$ cat config.mk
export PLATFORM = sky130hd
export DESIGN_NAME = pong_frame_renderer
export DESIGN_NICKNAME = d
export VERILOG_FILES = /design/src/rtl/pong_pkg.sv /design/src/rtl/pong_frame_renderer_physics.sv /design/src/rtl/pong_frame_renderer.sv
export SDC_FILE = /design/constraint.sdc
export NUM_CORES = 1
export LEC_CHECK = 0
export ABC_AREA = 1
export CORE_MARGIN = 5
export CORE_UTILIZATION = 34
export CTS_BUF_LIST = sky130_fd_sc_hd__clkbuf_4 sky130_fd_sc_hd__clkbuf_8 sky130_fd_sc_hd__clkbuf_16
export DETAILED_ROUTE_END_ITERATION = 8
export PLACE_DENSITY = 0.53
export SYNTH_ARGS = -nofsm -noshare
export SYNTH_HDL_FRONTEND = slang
export SYNTH_SLANG_ARGS = --single-unit
export TNS_END_PERCENT = 10
$ cat constraint.sdc
create_clock -name iCLK -period 5.1 [get_ports iCLK]
set_clock_uncertainty 0.05 [all_clocks]
set_input_delay 1.53 -clock iCLK [delete_from_list [all_inputs] [get_ports iCLK]]
set_output_delay 1.53 -clock iCLK [all_outputs]
set_load 0.02 [all_outputs]
$ cat src/rtl/pong_pkg.sv
// Shared types and constants for the pong frame renderer: game states,
// screen geometry, colours and small arithmetic helpers.
package pong_pkg;

  localparam int SCREEN_W = 640;
  localparam int SCREEN_H = 480;

  typedef enum logic [1:0] {
    ST_SERVE = 2'd0,
    ST_PLAY  = 2'd1,
    ST_OVER  = 2'd2
  } game_state_t;

  localparam logic [23:0] COL_BALL  = 24'hFFFFFF;
  localparam logic [23:0] COL_LEFT  = 24'h00FF00;
  localparam logic [23:0] COL_RIGHT = 24'h0000FF;
  localparam logic [23:0] COL_NET   = 24'h808080;
  localparam logic [23:0] COL_BLACK = 24'h000000;

  // Clamp a wide signed position into [0, hi] and narrow it to 12 bits.
  function automatic logic signed [11:0] clamp_pos(input logic signed [13:0] v,
                                                   input logic signed [13:0] hi);
    if (v < 14'sd0) return 12'sd0;
    else if (v > hi) return hi[11:0];
    else return v[11:0];
  endfunction

  function automatic logic signed [13:0] ext14(input logic signed [11:0] v);
    return {{2{v[11]}}, v};
  endfunction

  function automatic logic [3:0] sat_inc(input logic [3:0] s);
    return (s == 4'hF) ? s : s + 4'd1;
  endfunction

endpackage

$ cat src/rtl/pong_frame_renderer_physics.sv
// Game state for pong: serve/play/over FSM, ball motion with wall and paddle
// bounces, hand-driven left paddle, CPU right paddle and scores. Advances on tick.
module pong_physics
  import pong_pkg::*;
#(
  parameter int BALL_SIZE    = 8,
  parameter int BALL_SPEED   = 4,
  parameter int PAD_W        = 10,
  parameter int PAD_H        = 64,
  parameter int PAD_X        = 16,
  parameter int AI_SPEED     = 3,
  parameter int SERVE_FRAMES = 60,
  parameter int WIN_SCORE    = 9
) (
  input  logic               clk,
  input  logic               rst_n,
  input  logic               tick,
  input  logic [11:0]        hand_y_min,
  input  logic [11:0]        hand_y_max,
  input  logic               start,
  output logic signed [11:0] ball_x,
  output logic signed [11:0] ball_y,
  output logic signed [11:0] left_y,
  output logic signed [11:0] right_y,
  output logic [3:0]         score_l,
  output logic [3:0]         score_r,
  output game_state_t        state
);

  localparam logic signed [11:0] SPD    = 12'(BALL_SPEED);
  localparam logic signed [11:0] BSZ    = 12'(BALL_SIZE);
  localparam logic signed [11:0] PW     = 12'(PAD_W);
  localparam logic signed [11:0] PH     = 12'(PAD_H);
  localparam logic signed [11:0] LPX    = 12'(PAD_X);
  localparam logic signed [11:0] RPX    = 12'(SCREEN_W - PAD_X - PAD_W);
  localparam logic signed [11:0] X_LIM  = 12'(SCREEN_W - BALL_SIZE);
  localparam logic signed [11:0] Y_LIM  = 12'(SCREEN_H - BALL_SIZE);
  localparam logic signed [11:0] BX0    = 12'((SCREEN_W - BALL_SIZE) / 2);
  localparam logic signed [11:0] BY0    = 12'((SCREEN_H - BALL_SIZE) / 2);
  localparam logic signed [11:0] PY0    = 12'((SCREEN_H - PAD_H) / 2);
  localparam logic signed [11:0] AI     = 12'(AI_SPEED);
  localparam logic signed [11:0] NAI    = -AI;
  localparam logic signed [11:0] HB     = 12'(BALL_SIZE / 2);
  localparam logic signed [11:0] HP     = 12'(PAD_H / 2);
  localparam logic signed [13:0] HP14   = 14'(PAD_H / 2);
  localparam logic signed [13:0] PMAX14 = 14'(SCREEN_H - PAD_H);
  localparam logic [7:0]         SERVE_LAST = 8'(SERVE_FRAMES - 1);
  localparam logic [3:0]         WIN = 4'(WIN_SCORE);

  logic [7:0]         timer, timer_n;
  logic               dx, dy, dx_n, dy_n;
  game_state_t        state_n;
  logic signed [11:0] bx_n, by_n, ly_n, ry_n;
  logic [3:0]         sl_n, sr_n;

  logic signed [11:0] nx, ny_raw, ny;
  logic               y_flip, hit_l, hit_r;
  logic [12:0]        hand_sum, hand_mid;
  logic signed [11:0] left_tgt, right_tgt, err, step, ry_raw;

  // Candidate ball move for this tick, with wall clamp and paddle overlap tests.
  always_comb begin
    nx     = dx ? ball_x + SPD : ball_x - SPD;
    ny_raw = dy ? ball_y + SPD : ball_y - SPD;
    ny     = ny_raw;
    y_flip = 1'b0;
    if (ny_raw <= 12'sd0) begin
      ny     = 12'sd0;
      y_flip = 1'b1;
    end else if (ny_raw >= Y_LIM) begin
      ny     = Y_LIM;
      y_flip = 1'b1;
    end
    hit_l = !dx && (nx < LPX + PW) && (nx + BSZ > LPX) &&
            (ny + BSZ > left_y) && (ny < left_y + PH);
    hit_r = dx && (nx + BSZ > RPX) && (nx < RPX + PW) &&
            (ny + BSZ > right_y) && (ny < right_y + PH);
  end

  // Paddle targets: left centres on the hand box, right chases the ball centre.
  always_comb begin
    hand_sum  = {1'b0, hand_y_min} + {1'b0, hand_y_max};
    hand_mid  = hand_sum >> 1;
    left_tgt  = clamp_pos($signed({1'b0, hand_mid}) - HP14, PMAX14);
    err       = (ball_y + HB) - (right_y + HP);
    if (err > AI)       step = AI;
    else if (err < NAI) step = NAI;
    else                step = err;
    ry_raw    = right_y + step;
    right_tgt = clamp_pos(ext14(ry_raw), PMAX14);
  end

  always_comb begin
    state_n = state;
    timer_n = timer;
    bx_n    = ball_x;
    by_n    = ball_y;
    dx_n    = dx;
    dy_n    = dy;
    sl_n    = score_l;
    sr_n    = score_r;
    ly_n    = left_y;
    ry_n    = right_y;
    if (tick) begin
      if (state != ST_OVER) begin
        if (hand_y_min <= hand_y_max) ly_n = left_tgt;
        ry_n = right_tgt;
      end
      case (state)
        ST_SERVE: begin
          bx_n = BX0;
          by_n = BY0;
          if (timer == SERVE_LAST) begin
            state_n = ST_PLAY;
            timer_n = '0;
          end else begin
            timer_n = timer + 8'd1;
          end
        end
        ST_PLAY: begin
          bx_n = nx;
          by_n = ny;
          dy_n = y_flip ? ~dy : dy;
          // A paddle hit is checked before the miss so an edge contact still returns.
          if (hit_l) begin
            bx_n = LPX + PW;
            dx_n = 1'b1;
          end else if (hit_r) begin
            bx_n = RPX - BSZ;
            dx_n = 1'b0;
          end else if (nx <= 12'sd0) begin
            sr_n    = sat_inc(score_r);
            bx_n    = BX0;
            by_n    = BY0;
            dx_n    = 1'b1;
            timer_n = '0;
            state_n = (sat_inc(score_r) >= WIN) ? ST_OVER : ST_SERVE;
          end else if (nx >= X_LIM) begin
            sl_n    = sat_inc(score_l);
            bx_n    = BX0;
            by_n    = BY0;
            dx_n    = 1'b0;
            timer_n = '0;
            state_n = (sat_inc(score_l) >= WIN) ? ST_OVER : ST_SERVE;
          end
        end
        ST_OVER: begin
          if (start) begin
            sl_n    = '0;
            sr_n    = '0;
            timer_n = '0;
            state_n = ST_SERVE;
          end
        end
        default: state_n = ST_SERVE;
      endcase
    end
  end

  always_ff @(posedge clk or negedge rst_n) begin
    if (!rst_n) begin
      state   <= ST_SERVE;
      timer   <= '0;
      ball_x  <= BX0;
      ball_y  <= BY0;
      dx      <= 1'b1;
      dy      <= 1'b1;
      left_y  <= PY0;
      right_y <= PY0;
      score_l <= '0;
      score_r <= '0;
    end else begin
      state   <= state_n;
      timer   <= timer_n;
      ball_x  <= bx_n;
      ball_y  <= by_n;
      dx      <= dx_n;
      dy      <= dy_n;
      left_y  <= ly_n;
      right_y <= ry_n;
      score_l <= sl_n;
      score_r <= sr_n;
    end
  end

endmodule

$ cat src/rtl/pong_frame_renderer.sv
// Pong pixel source for the VGA controller: frame tick detection, game physics,
// per-pixel object tests and a registered RGB output.
module pong_frame_renderer
  import pong_pkg::*;
#(
  parameter int X_START      = 144,
  parameter int Y_START      = 34,
  parameter int BALL_SIZE    = 8,
  parameter int BALL_SPEED   = 4,
  parameter int PAD_W        = 10,
  parameter int PAD_H        = 64,
  parameter int PAD_X        = 16,
  parameter int AI_SPEED     = 3,
  parameter int SERVE_FRAMES = 60,
  parameter int WIN_SCORE    = 9
) (
  input  logic        iCLK,
  input  logic        iRST_N,
  input  logic [12:0] iH_Cont,
  input  logic [12:0] iV_Cont,
  input  logic        iRequest,
  input  logic [11:0] iHand_y_min,
  input  logic [11:0] iHand_y_max,
  input  logic        iStart,
  output logic [7:0]  oRed,
  output logic [7:0]  oGreen,
  output logic [7:0]  oBlue,
  output logic [3:0]  oScore_L,
  output logic [3:0]  oScore_R,
  output logic [1:0]  oState
);

  localparam logic signed [13:0] XS    = 14'(X_START);
  localparam logic signed [13:0] YS    = 14'(Y_START);
  localparam logic signed [13:0] BSZ   = 14'(BALL_SIZE);
  localparam logic signed [13:0] PW    = 14'(PAD_W);
  localparam logic signed [13:0] PH    = 14'(PAD_H);
  localparam logic signed [13:0] LPX   = 14'(PAD_X);
  localparam logic signed [13:0] RPX   = 14'(SCREEN_W - PAD_X - PAD_W);
  localparam logic signed [13:0] NET_L = 14'(SCREEN_W / 2 - 2);
  localparam logic signed [13:0] NET_R = 14'(SCREEN_W / 2 + 1);
  localparam logic signed [13:0] SH    = 14'(SCREEN_H);

  logic               tick;
  logic signed [11:0] ball_x, ball_y, left_y, right_y;
  game_state_t        state;
  logic signed [13:0] px, py, bx, by, ly, ry;
  logic               in_ball, in_left, in_right, in_net;
  logic [23:0]        colour;

  always_ff @(posedge iCLK or negedge iRST_N) begin
    if (!iRST_N) tick <= 1'b0;
    else         tick <= (iH_Cont == 13'd0) && (iV_Cont == 13'd0);
  end

  pong_physics #(
    .BALL_SIZE   (BALL_SIZE),
    .BALL_SPEED  (BALL_SPEED),
    .PAD_W       (PAD_W),
    .PAD_H       (PAD_H),
    .PAD_X       (PAD_X),
    .AI_SPEED    (AI_SPEED),
    .SERVE_FRAMES(SERVE_FRAMES),
    .WIN_SCORE   (WIN_SCORE)
  ) u_physics (
    .clk       (iCLK),
    .rst_n     (iRST_N),
    .tick      (tick),
    .hand_y_min(iHand_y_min),
    .hand_y_max(iHand_y_max),
    .start     (iStart),
    .ball_x    (ball_x),
    .ball_y    (ball_y),
    .left_y    (left_y),
    .right_y   (right_y),
    .score_l   (oScore_L),
    .score_r   (oScore_R),
    .state     (state)
  );

  assign oState = state;

  // Signed pixel coordinates so blanking-area counters never alias onto the screen.
  always_comb begin
    px       = $signed({1'b0, iH_Cont}) - XS;
    py       = $signed({1'b0, iV_Cont}) - YS;
    bx       = ext14(ball_x);
    by       = ext14(ball_y);
    ly       = ext14(left_y);
    ry       = ext14(right_y);
    in_ball  = (state != ST_OVER) && (px >= bx) && (px < bx + BSZ) &&
               (py >= by) && (py < by + BSZ);
    in_left  = (px >= LPX) && (px < LPX + PW) && (py >= ly) && (py < ly + PH);
    in_right = (px >= RPX) && (px < RPX + PW) && (py >= ry) && (py < ry + PH);
    in_net   = (px >= NET_L) && (px <= NET_R) && (py >= 14'sd0) && (py < SH) && !py[4];
    if (in_ball)       colour = COL_BALL;
    else if (in_left)  colour = COL_LEFT;
    else if (in_right) colour = COL_RIGHT;
    else if (in_net)   colour = COL_NET;
    else               colour = COL_BLACK;
  end

  always_ff @(posedge iCLK or negedge iRST_N) begin
    if (!iRST_N) {oRed, oGreen, oBlue} <= COL_BLACK;
    else         {oRed, oGreen, oBlue} <= iRequest ? colour : COL_BLACK;
  end

endmodule

==> run summary, run 1 <==
## Placement
• **dpl cell area** 14240 um2
• **Placement Setup Slack** -0.2747 ns
• **gp weighted congestion** 0.8702
• **dpl hpwl** 31.06 mm
• **port buffer count** 87

## STA
• **worst rel slew slack** 0.3240
• **worst path setup slack after routing** -0.2263 ns
• **minimum period implied by the final worst setup slack** 5.326 ns
• **RSZ-0062 raised after global routing** true
• **number of max-slew violations in the final report** 0
• **count of endpoints failing hold in the final timing report** 0
• **Tightest Pin Transition** 1.014 ns
• **endpoints failing setup** 9
• **achievable clock frequency** 0.1877 GHz
• **share of the clock period used by the worst path** 1.044

## Job
• **max-capacitance violation count** 0

## Die
• **num rows** 68
• **DIE AREA** 38940 um2
• **initial standard-cell utilization of the core** 0.3446
• **core box area** 34630 um2
• **die outline width** 197.3 um
• **vertical die dimension** 197.3 um
• **total I/O pin count** 88

## Synth
• **share of flip-flops with an asynchronous set or reset** 1.000
• **number of register bits inferred by synthesis** 73
• **xor/xnor share of the synthesized area** 0.05201
• **mux contribution to synthesized area** 0.0009437
• **number of warnings reported in the yosys synthesis log** 0
• **Synth Flop Type** sky130_fd_sc_hd__dfrtp_1
• **Synth Area in Compound Gates** 0.1218
• **number of synthesized flops with an enable pin** 0
• **Synth cell types** 60
• **Adder-Cell Fraction of Synth Area** 0.2405
• **simple-gate area share of the yosys netlist** 0.3230
• **number of cells produced by synthesis** 1799
• **mean instance size in the synthesized netlist** 6.633 um2
• **fraction of the yosys area taken by sequential cells** 0.1550
• **cell area after technology mapping** 11930 um2
• **main combinational cell family by area after synthesis** simple AND/OR/NAND/NOR gates

## Routing
• **via count normalized by instance count** 4.913
• **post-route ant nets** 0
• **post-detailed-route DRC marker count** 0
• **via count** 12160
• **drt first-iter violations** 497
• **routed wirelength normalized by instance count** 14.87 um
• **First-pass DRT Iterations** 7
• **final wirelength** 36.80 mm

## Worst setup path
• **Crit Path Category** reg -> reg
• **peak per-stage delay on the critical path** 0.60 ns
• **crit path max fanout** 7
• **slowest CP cell** sky130_fd_sc_hd__dfstp_2
• **most frequent cell on the critical path** sky130_fd_sc_hd__nand2_2
• **required time reported for the critical path endpoint** 5.34 ns
• **nature of the critical path startpoint** flip-flop
• **element type at the critical path end** flip-flop
• **signal arrival time at the worst endpoint** 5.57 ns

## Global routing
• **maximum number of pins on one net before global-route repair** 74
• **leftover overflow at the end of global routing** 0
• **total routing resource utilization after global routing** 0.1880
• **antenna violations before repair** 0
• **number of global-route vias before repair** 12020
• **first-pass GRT wire length** 60.20 mm

## Clocking
• **H-tree level count** 3
• **clock-pin slew on the worst setup and hold paths** 0.06 ns
• **clock latency on the worst-skew pair** 0.35 ns
• **clock sink count** 73
• **root buf cell** sky130_fd_sc_hd__clkbuf_16
• **cts hold-fix bufs** 0
• **buffers from clock root to sink, at most** 2
• **clock tree from TritonCTS** done
• **number of buffers created by CTS** 9

## Finish
• **Net count, final** 2296
• **most frequent standard cell in the layout excluding fill and tap cells** sky130_fd_sc_hd__nand2_1
• **post-route cell area** 15090 um2
• **fraction of layout cells with a size suffix above 1** 0.1525
• **commonest non-fill, non-tap cells in the layout** sky130_fd_sc_hd__nand2_1 (416), sky130_fd_sc_hd__inv_1 (255), sky130_fd_sc_hd__ha_1 (206), sky130_fd_sc_hd__nor2_1 (153), sky130_fd_sc_hd__buf_4 (140)
• **diode insertion count for antenna repair** 0
• **fillers** 3606
• **area growth from synthesis to layout** 26.46%

## Power
• **Total Power Consumption** 0.001753 W
• **static power due to leakage** 7.656 nW
• **largest vdd supply drop** 0.0001719 V
• **power density of the placed cells** 116.2 nW/um2

## Status
• **status** finished, violations left
• **failing checks** setup timing

## Min path
• **type of the worst min-delay path** reg -> reg

flip-flops by register name, summed over array words and instances, names as in the netlist:
| register | cells |
|---|---|
| tick | 1 |
| u_physics.timer | 8 |
| oGreen | 2 |
| oRed | 2 |
| u_physics.ball_y | 12 |
| u_physics.dx | 1 |
| oBlue | 2 |
| u_physics.score_l | 4 |
| u_physics.dy | 1 |
| u_physics.ball_x | 11 |
| u_physics.left_y | 12 |
| u_physics.state | 2 |
| u_physics.score_r | 4 |
| u_physics.right_y | 11 |
per-stage QoR:
stage	cells	hold WS (ns)	setup TNS (ns)	util
after global placement	2442	0.4104	-1.768	0.4112
final	2475	0.4295	-1.801	0.4358
after floorplan	1809	0.3981	0	-
after detailed placement	2442	0.4210	-2.272	0.4112
after global routing	2475	0.4592	-13.79	0.4358
after CTS	2469	0.4343	-1.689	0.4302
critical path, delay by kind of cell (launching register included):
family / cells / cell delay (ns)
AO/OA/AOI/OAI: 6 / 0.77
buffers and inverters: 6 / 0.43
AND/OR/NAND/NOR: 18 / 1.85
adder cells (fa/ha/maj): 6 / 1.34
XOR/XNOR: 1 / 0.21
flip-flops: 1 / 0.60
cell usage after synthesis, types with 11 or more instances:
cell type	count	area, um2
sky130_fd_sc_hd__a21oi_1	121	605.6
sky130_fd_sc_hd__buf_4	20	150.1
sky130_fd_sc_hd__dfrtp_1	55	1376
sky130_fd_sc_hd__dfstp_2	18	473.0
sky130_fd_sc_hd__ha_1	223	2790
sky130_fd_sc_hd__inv_1	260	975.9
sky130_fd_sc_hd__nand2_1	430	1614
sky130_fd_sc_hd__nand2_2	11	68.82
sky130_fd_sc_hd__nand3_1	117	585.6
sky130_fd_sc_hd__nand4_1	67	419.2
sky130_fd_sc_hd__nor2_1	155	581.8
sky130_fd_sc_hd__nor3_1	32	160.2
sky130_fd_sc_hd__o21ai_0	63	315.3
sky130_fd_sc_hd__o21bai_1	14	105.1
sky130_fd_sc_hd__xnor2_1	15	131.4
sky130_fd_sc_hd__xor2_1	54	473.0
cell type report:
type / count / area, um2 / area share
clock inverter: 5 / 85.08 / 0.005638
timing repair buffer: 230 / 1974 / 0.1308
clock buffer: 11 / 252.7 / 0.01675
sequential: 73 / 1849 / 0.1226
multi-input combinational: 1429 / 9330 / 0.6183
inverter: 272 / 1028 / 0.06816
tap: 455 / 569.3 / 0.03773
logic make-up (layout without fill, tap and decap cells):
logic type	after synthesis	in the layout
AOI/OAI and AO/OA	254	254
buffers and inverters	307	518
DFF	73	73
and+or+nand+nor	866	866
other	1	11
adders and majority gates	227	227
xor gates and xnor gates	70	70
muxes	1	1
routing by layer:
metal  part of all wire  vias to the layer above  global-route usage
met5                  0                        -                   0
met4              0.022                        0             0.04468
met3              0.026                       42             0.02422
met2               0.49                      153              0.3322
met1               0.46                     5576              0.2439
li1                   -                     6388                   -
report_power, final:
part	internal, W	switching [W]	total (W)
clock	0.000458	0.000277	0.000735
sequential	0.000581	0.00000122	0.000582
combinational	0.000173	0.000264	0.000436
what timing repair did:
action                     4_1_cts  5_1_grt
resized for setup               41       36
setup buffers                   11        6
setup endpoints to repair        9       46
pin swaps                       39       21
worst paths after layout:
path	depth (start not counted)	end	slack [ns]	from
setup / recovery	37	u_physics.right_y[6]	-0.23	u_physics.ball_y[3]
hold / removal	2	u_physics.timer[3]	0.43	u_physics.timer[3]
setup reg to reg	37	u_physics.right_y[6]	-0.23	u_physics.ball_y[3]
hold reg to reg	2	u_physics.timer[3]	0.43	u_physics.timer[3]
max in group asynchronous	1	u_physics.right_y[5]	3.04	iRST_N
min in group asynchronous	1	u_physics.state[1]	1.29	iRST_N
(Power assumes the default switching activity.)
==> inputs of run 2 (changes only) <==
Settings changed: CAP_MARGIN set to 20, PLACE_DENSITY 0.53 to 0.51.
Clock period 5.1 ns to 6.1 ns, I/O delays scaled along.
==> run summary, run 2 (synthesis results as in run 1) <==
## Status
• **status** completed

## Die
• **total I/O pin count** 88, unchanged
• **num rows** 68, unchanged
• **DIE AREA** 38940 um2, unchanged
• **initial standard-cell utilization of the core** 0.3446, unchanged
• **vertical die dimension** 197.3 um, unchanged
• **die outline width** 197.3 um, unchanged
• **core box area** 34630 um2, unchanged

## Min path
• **WHS Endpoint** u_physics.left_y[4]
• **source of the worst hold timing path** u_physics.left_y[4]
• **WHS Path Cells** 2, unchanged
• **type of the worst min-delay path** reg -> reg

## STA
• **achievable clock frequency** 0.1781 GHz, -5.2%
• **sum of negative setup slack** 0 ns, +1.801 ns
• **number of max-slew violations in the final report** 0, unchanged
• **endpoints failing setup** 0, -9
• **Tightest Pin Transition** 1.011 ns, -0.002537 ns
• **RSZ-0062 raised after global routing** false
• **worst rel slew slack** 0.3211, -0.002833
• **minimum period implied by the final worst setup slack** 5.616 ns, +0.2896 ns
• **count of endpoints failing hold in the final timing report** 0, unchanged
• **share of the clock period used by the worst path** 0.9206, -0.1237

## Routing
• **post-detailed-route DRC marker count** 0, unchanged
• **via count** 11800, -2.9%
• **final wirelength** 36.04 mm, -2.1%
• **via count normalized by instance count** 5.009, +2.0%
• **First-pass DRT Iterations** 6, -1
• **Routed met3 length** 906 um, -6.9%
• **drt first-iter violations** 627, +26%
• **post-route ant nets** 0, unchanged
• **detailed route wirelength on metal2** 17.26 mm, -3.7%
• **highest routed metal layer** met4
• **wl on met1** 17.26 mm, +0.96%
• **routed wirelength normalized by instance count** 15.30 um, +2.9%

## Finish
• **largest registers** u_physics.ball_y: 12 flops, u_physics.left_y: 12 flops
• **diode insertion count for antenna repair** 0, unchanged
• **area growth from synthesis to layout** 15.17%
• **commonest non-fill, non-tap cells in the layout** sky130_fd_sc_hd__nand2_1 (427), sky130_fd_sc_hd__inv_1 (260), sky130_fd_sc_hd__ha_1 (221), sky130_fd_sc_hd__nor2_1 (154)
• **Net count, final** 2177, -5.2%
• **most frequent standard cell in the layout excluding fill and tap cells** sky130_fd_sc_hd__nand2_1
• **FF/Latch Area** 1849 um2, unchanged
• **multi-input logic area** 8941 um2, -4.2%
• **fraction of layout cells with a size suffix above 1** 0.06891, -0.08356
• **fillers** 3705, +2.7%

## Power
• **static power due to leakage** 7.000 nW, -8.6%
• **largest vdd supply drop** 0.0001242 V, -28%
• **part of the power in the clock network** 0.402, -0.017
• **design internal power** 0.0009477 W, -22%
• **part of the total power dissipated in combinational logic** 0.255, +0.006
• **Switch Pwr** 0.0004719 W, -13%
• **switching share of total power** 0.3324, +0.02341
• **Total Power Consumption** 0.001420 W, -19%
• **power density of the placed cells** 103.3 nW/um2, -11%
• **sequential cell fraction of total power** 0.343, +0.011

## Clocking
• **H-tree level count** 3, unchanged
• **clock-pin slew on the worst setup and hold paths** 0.07 ns, about the same
• **root buf cell** sky130_fd_sc_hd__clkbuf_16
• **buffers from clock root to sink, at most** 2, unchanged
• **cts hold-fix bufs** 0, unchanged
• **number of buffers created by CTS** 9, unchanged
• **clock sink count** 73, unchanged
• **clock tree from TritonCTS** done
• **clock latency on the worst-skew pair** 0.36 ns, about the same

## Worst setup path
• **worst r2r src** u_physics.ball_y[3]
• **worst reg2reg setup slack** 0.48 ns, +0.71 ns
• **Worst Reg2Reg Path Length in Cells** 28, -24%
• **reg-to-reg critical path endpoint** u_physics.right_y[2]
• **required time reported for the critical path endpoint** 6.32 ns, +0.98 ns
• **Crit Path Category** reg -> reg
• **slowest CP cell** sky130_fd_sc_hd__dfstp_2
• **element type at the critical path end** flip-flop
• **nature of the critical path startpoint** flip-flop
• **crit path max fanout** 7, unchanged
• **signal arrival time at the worst endpoint** 5.84 ns, +0.27 ns
• **peak per-stage delay on the critical path** 0.57 ns, -0.03 ns

## Placement
• **gp weighted congestion** 0.8694, about the same
• **port buffer count** 87, unchanged
• **dpl hpwl** 29.81 mm, -4.0%

## Global routing
• **first-pass GRT wire length** 58.38 mm, -3.0%
• **maximum number of pins on one net before global-route repair** 74, unchanged
• **total routing resource utilization after global routing** 0.1831, -0.004951
• **antenna violations before repair** 0, unchanged
• **number of global-route vias before repair** 11440, -4.8%
• **leftover overflow at the end of global routing** 0, unchanged

## Job
• **max-capacitance violation count** 0, unchanged

-- run 2: changes by cell type in the layout (fill, tap and decap cells not counted), moves of 7 or more --
cell,previous run,this run
sky130_fd_sc_hd__nand3_2,12,5
sky130_fd_sc_hd__ha_1,206,221
sky130_fd_sc_hd__ha_4,17,1
sky130_fd_sc_hd__nand2_2,22,14
sky130_fd_sc_hd__a21oi_1,109,116
sky130_fd_sc_hd__buf_4,140,24
sky130_fd_sc_hd__nand2_1,416,427
-- run 2: per-layer routing --
layer,vias up,GRT usage
met5,-,0
met4,0,0.03775
met3,31,0.01996
met2,156,0.3213
met1,5450,0.2438
li1,6165,-
-- run 2: through the flow --
stage	setup slack (ns)	utilization	hold slack, ns	cells	area [um2]
global placement	0.2172	0.3839	0.4174	2334	13290
floorplan	0.5926	-	0.3981	1809	11970
finish	0.4841	0.3969	0.4178	2356	13740
global route	0.01930	0.3969	0.4592	2356	13740
CTS	0.08369	0.3926	0.4216	2350	13600
detailed placement	0.1134	0.3839	0.4092	2334	13290
-- run 2: worst max path at each step --
stage	depth (start not counted)	startpoint	slack, ns	endpoint
after detailed placement	37	u_physics.ball_y[2]	0.11	u_physics.right_y[2]
after floorplan	30	u_physics.ball_y[3]	0.59	u_physics.right_y[1]
after global routing	38	u_physics.ball_y[3]	0.02	u_physics.right_y[8]
final	28	u_physics.ball_y[3]	0.48	u_physics.right_y[2]
after global placement	37	u_physics.ball_y[2]	0.22	u_physics.right_y[1]
after CTS	37	u_physics.ball_y[2]	0.08	u_physics.right_y[2]
-- run 2: area by class of cell --
type | instances | area share
clock inverter | 7 | 0.005554
multi-input combinational | 1429 | 0.6506
inverter | 272 | 0.07429
timing repair buffer | 111 | 0.07720
clock buffer | 9 | 0.01639
sequential | 73 | 0.1346
tap | 455 | 0.04142
-- run 2: power groups by stage --
stage          Combinational (W)  Clock (W)  Sequential [W]
2_1_floorplan           0.000225          0        0.000497
3_3_place_gp            0.000357          0        0.000495
3_5_place_dp            0.000359          0        0.000495
4_1_cts                 0.000361   0.000585        0.000486
5_1_grt                 0.000414   0.000607        0.000486
6_report                0.000362   0.000571        0.000486
-- run 2: worst max-delay path: cells and delay by family (launching register included) --
kind	cells	cell delay, ns
compound gates	6	0.93
fa+ha+maj	5	1.43
mux	1	0.31
buf+inv	4	0.28
xor+xnor	2	0.40
simple gates	10	1.57
flops	1	0.57
-- run 2: what timing repair did --
action / CTS / global route
hold endpoints to repair: 0 / 0
setup buffers: 0 / 5
setup endpoints to repair: 0 / 25
resized for setup: 0 / 24
==> inputs of run 3 (changes only) <==
--- a/config.mk
+++ b/config.mk
@@ -9,2 +9,4 @@
 export CAP_MARGIN = 20
+export CELL_PAD_IN_SITES_DETAIL_PLACEMENT = 0
+export CELL_PAD_IN_SITES_GLOBAL_PLACEMENT = 1
 export CORE_MARGIN = 5
@@ -13,3 +15,3 @@
 export DETAILED_ROUTE_END_ITERATION = 8
-export PLACE_DENSITY = 0.51
+export PLACE_DENSITY = 0.67
 export SYNTH_ARGS = -nofsm -noshare
==> constraint.sdc (replaced) <==
create_clock -name iCLK -period 6.15 [get_ports iCLK]
set_clock_uncertainty 0.05 [all_clocks]
set_input_delay 1.845 -clock iCLK [delete_from_list [all_inputs] [get_ports iCLK]]
set_output_delay 1.845 -clock iCLK [all_outputs]
set_load 0.05 [all_outputs]
==> run summary, run 3 (synthesis results as in run 1) <==
## Status
• **status** completed

## Global routing
• **maximum number of pins on one net before global-route repair** 49, -34%
• **leftover overflow at the end of global routing** 0, unchanged
• **antenna violations before repair** 0, unchanged
• **met1 Use GR** 0.2423, -0.001490
• **M3 GR Usage** 0.01996, unchanged
• **most congested layer reported by global routing** met2
• **number of global-route vias before repair** 11270, -1.5%
• **met2 global-route usage** 0.3295, +0.008248
• **first-pass GRT wire length** 58.52 mm, +0.24%
• **total routing resource utilization after global routing** 0.1840, +0.0009475

## Clocking
• **clock-pin slew on the worst setup and hold paths** 0.07 ns, about the same
• **H-tree level count** 3, unchanged
• **root buf cell** sky130_fd_sc_hd__clkbuf_16
• **buffers from clock root to sink, at most** 2, unchanged
• **clock latency on the worst-skew pair** 0.36 ns, about the same
• **number of buffers created by CTS** 9, unchanged
• **clock tree from TritonCTS** done
• **clock sink count** 73, unchanged

## Finish
• **number of standard cells in the layout, taps in and fillers out** 2351, -0.21%
• **most frequent standard cell in the layout excluding fill and tap cells** sky130_fd_sc_hd__nand2_1
• **largest registers** u_physics.ball_y: 12 flops, u_physics.left_y: 12 flops
• **fraction of layout cells with a size suffix above 1** 0.06751, -0.001401
• **Net count, final** 2172, -0.23%
• **diode insertion count for antenna repair** 0, unchanged
• **Final Core Density** 0.3953, -0.001590
• **fillers** 3673, -0.86%
• **commonest non-fill, non-tap cells in the layout** sky130_fd_sc_hd__nand2_1 (427), sky130_fd_sc_hd__inv_1 (260), sky130_fd_sc_hd__ha_1 (221), sky130_fd_sc_hd__nor2_1 (154), sky130_fd_sc_hd__a21oi_1 (117)
• **area growth from synthesis to layout** 14.71%

## Worst setup path
• **Crit Path Category** reg -> reg
• **element type at the critical path end** flip-flop
• **required time reported for the critical path endpoint** 6.37 ns, +0.05 ns
• **crit path max fanout** 5, -2
• **signal arrival time at the worst endpoint** 5.85 ns, about the same
• **peak per-stage delay on the critical path** 0.57 ns, about the same
• **most frequent cell on the critical path** sky130_fd_sc_hd__nand2_1
• **nature of the critical path startpoint** flip-flop
• **slowest CP cell** sky130_fd_sc_hd__dfstp_2

## Die
• **initial standard-cell utilization of the core** 0.3446, unchanged
• **num rows** 68, unchanged
• **vertical die dimension** 197.3 um, unchanged
• **DIE AREA** 38940 um2, unchanged
• **total I/O pin count** 88, unchanged
• **core box area** 34630 um2, unchanged
• **die outline width** 197.3 um, unchanged

## Power
• **Switch Pwr** 0.0004796 W, +1.6%
• **power density of the placed cells** 100.6 nW/um2, -2.6%
• **design internal power** 0.0008974 W, -5.3%
• **switching share of total power** 0.3483, +0.01586
• **largest vdd supply drop** 0.0001329 V, +7.0%
• **part of the power in the clock network** 0.384, -0.018
• **static power due to leakage** 6.964 nW, -0.52%
• **sequential cell fraction of total power** 0.350, +0.007
• **part of the total power dissipated in combinational logic** 0.265, +0.010
• **Total Power Consumption** 0.001377 W, -3.0%

## Routing
• **First-pass DRT Iterations** 5, -1
• **final wirelength** 36.34 mm, +0.83%
• **post-route ant nets** 0, unchanged
• **post-detailed-route DRC marker count** 0, unchanged
• **drt first-iter violations** 605, -3.5%
• **via count normalized by instance count** 4.988, -0.42%
• **routed wirelength normalized by instance count** 15.46 um, +1.0%
• **via count** 11730, -0.64%

## STA
• **number of max-slew violations in the final report** 0, unchanged
• **sum of negative setup slack** 0 ns, unchanged
• **Tightest Pin Transition** 0.7318 ns, -0.2797 ns
• **share of the clock period used by the worst path** 0.9149, -0.005763
• **worst rel slew slack** 0.5091, +0.1880
• **endpoints failing setup** 0, unchanged
• **count of endpoints failing hold in the final timing report** 0, unchanged
• **minimum period implied by the final worst setup slack** 5.626 ns, +0.01059 ns
• **RSZ-0062 raised after global routing** false
• **achievable clock frequency** 0.1777 GHz, -0.19%

## Placement
• **instance count after placement with tap cells included** 2334, unchanged
• **port buffer count** 87, unchanged
• **dpl hpwl** 30.44 mm, +2.1%
• **gp weighted congestion** 0.8805, +1.3%

## Job
• **max-capacitance violation count** 0, unchanged

## Min path
• **type of the worst min-delay path** reg -> reg

-- run 3: critical path, delay by kind of cell (launching register included) --
family / cells / cell delay (ns)
AOI/OAI and AO/OA: 5 / 0.69
xor gates and xnor gates: 2 / 0.40
adders and majority gates: 6 / 1.62
buffers and inverters: 4 / 0.27
DFF: 1 / 0.57
muxes: 1 / 0.31
and+or+nand+nor: 12 / 1.63
-- run 3: cell type report --
class | count | area [um2] | share of cell area
inverter | 272 | 1021 | 0.07459
timing repair buffer | 106 | 1011 | 0.07386
sequential | 73 | 1849 | 0.1351
multi-input combinational | 1429 | 8959 | 0.6545
tap | 455 | 569.3 | 0.04159
clock inverter | 7 | 53.80 | 0.003931
clock buffer | 9 | 225.2 | 0.01645
-- run 3: path summary, 6_finish.rpt --
kind	depth (start not counted)	startpoint	slack [ns]	endpoint
max	30	u_physics.ball_y[3]	0.52	u_physics.right_y[1]
min	2	u_physics.left_y[4]	0.42	u_physics.left_y[4]
max reg2reg	30	u_physics.ball_y[3]	0.52	u_physics.right_y[1]
min reg2reg	2	u_physics.left_y[4]	0.42	u_physics.left_y[4]
max in group asynchronous	2	iRST_N	3.64	u_physics.ball_x[7]
min in group asynchronous	1	iRST_N	1.39	u_physics.ball_y[10]
-- run 3: repair_timing --
action | in CTS | in global routing
buffers inserted | 0 | 1
resized for setup | 0 | 25
endpoints found under the setup margin | 0 | 11
hold buffers | 0 | 0
-- run 3: per-layer routing --
layer / wire [um] / part of all wire / vias up
met4: 427 / 0.012 / 0
met1: 17180 / 0.47 / 5453
met5: 0 / 0 / -
met3: 728 / 0.020 / 22
li1: - / - / 6134
met2: 18010 / 0.50 / 118
-- run 3: stage by stage --
stage	instance area (um2)	hold WS (ns)	setup slack (ns)
final	13690	0.4245	0.5235
after floorplan	11970	0.3981	0.6426
after global routing	13690	0.4444	0.02889
after global placement	13290	0.4113	0.2258
after detailed placement	13290	0.4143	0.1300
after CTS	13570	0.4265	0.07141
-- run 3: power by group through the flow --
| stage | clock network, W | logic (W) | registers, W |
|---|---|---|---|
| floorplan | 0 | 0.000230 | 0.000495 |
| global placement | 0 | 0.000362 | 0.000491 |
| detailed placement | 0 | 0.000365 | 0.000491 |
| CTS | 0.000544 | 0.000367 | 0.000482 |
| global route | 0.000561 | 0.000416 | 0.000483 |
| finish | 0.000529 | 0.000365 | 0.000482 |
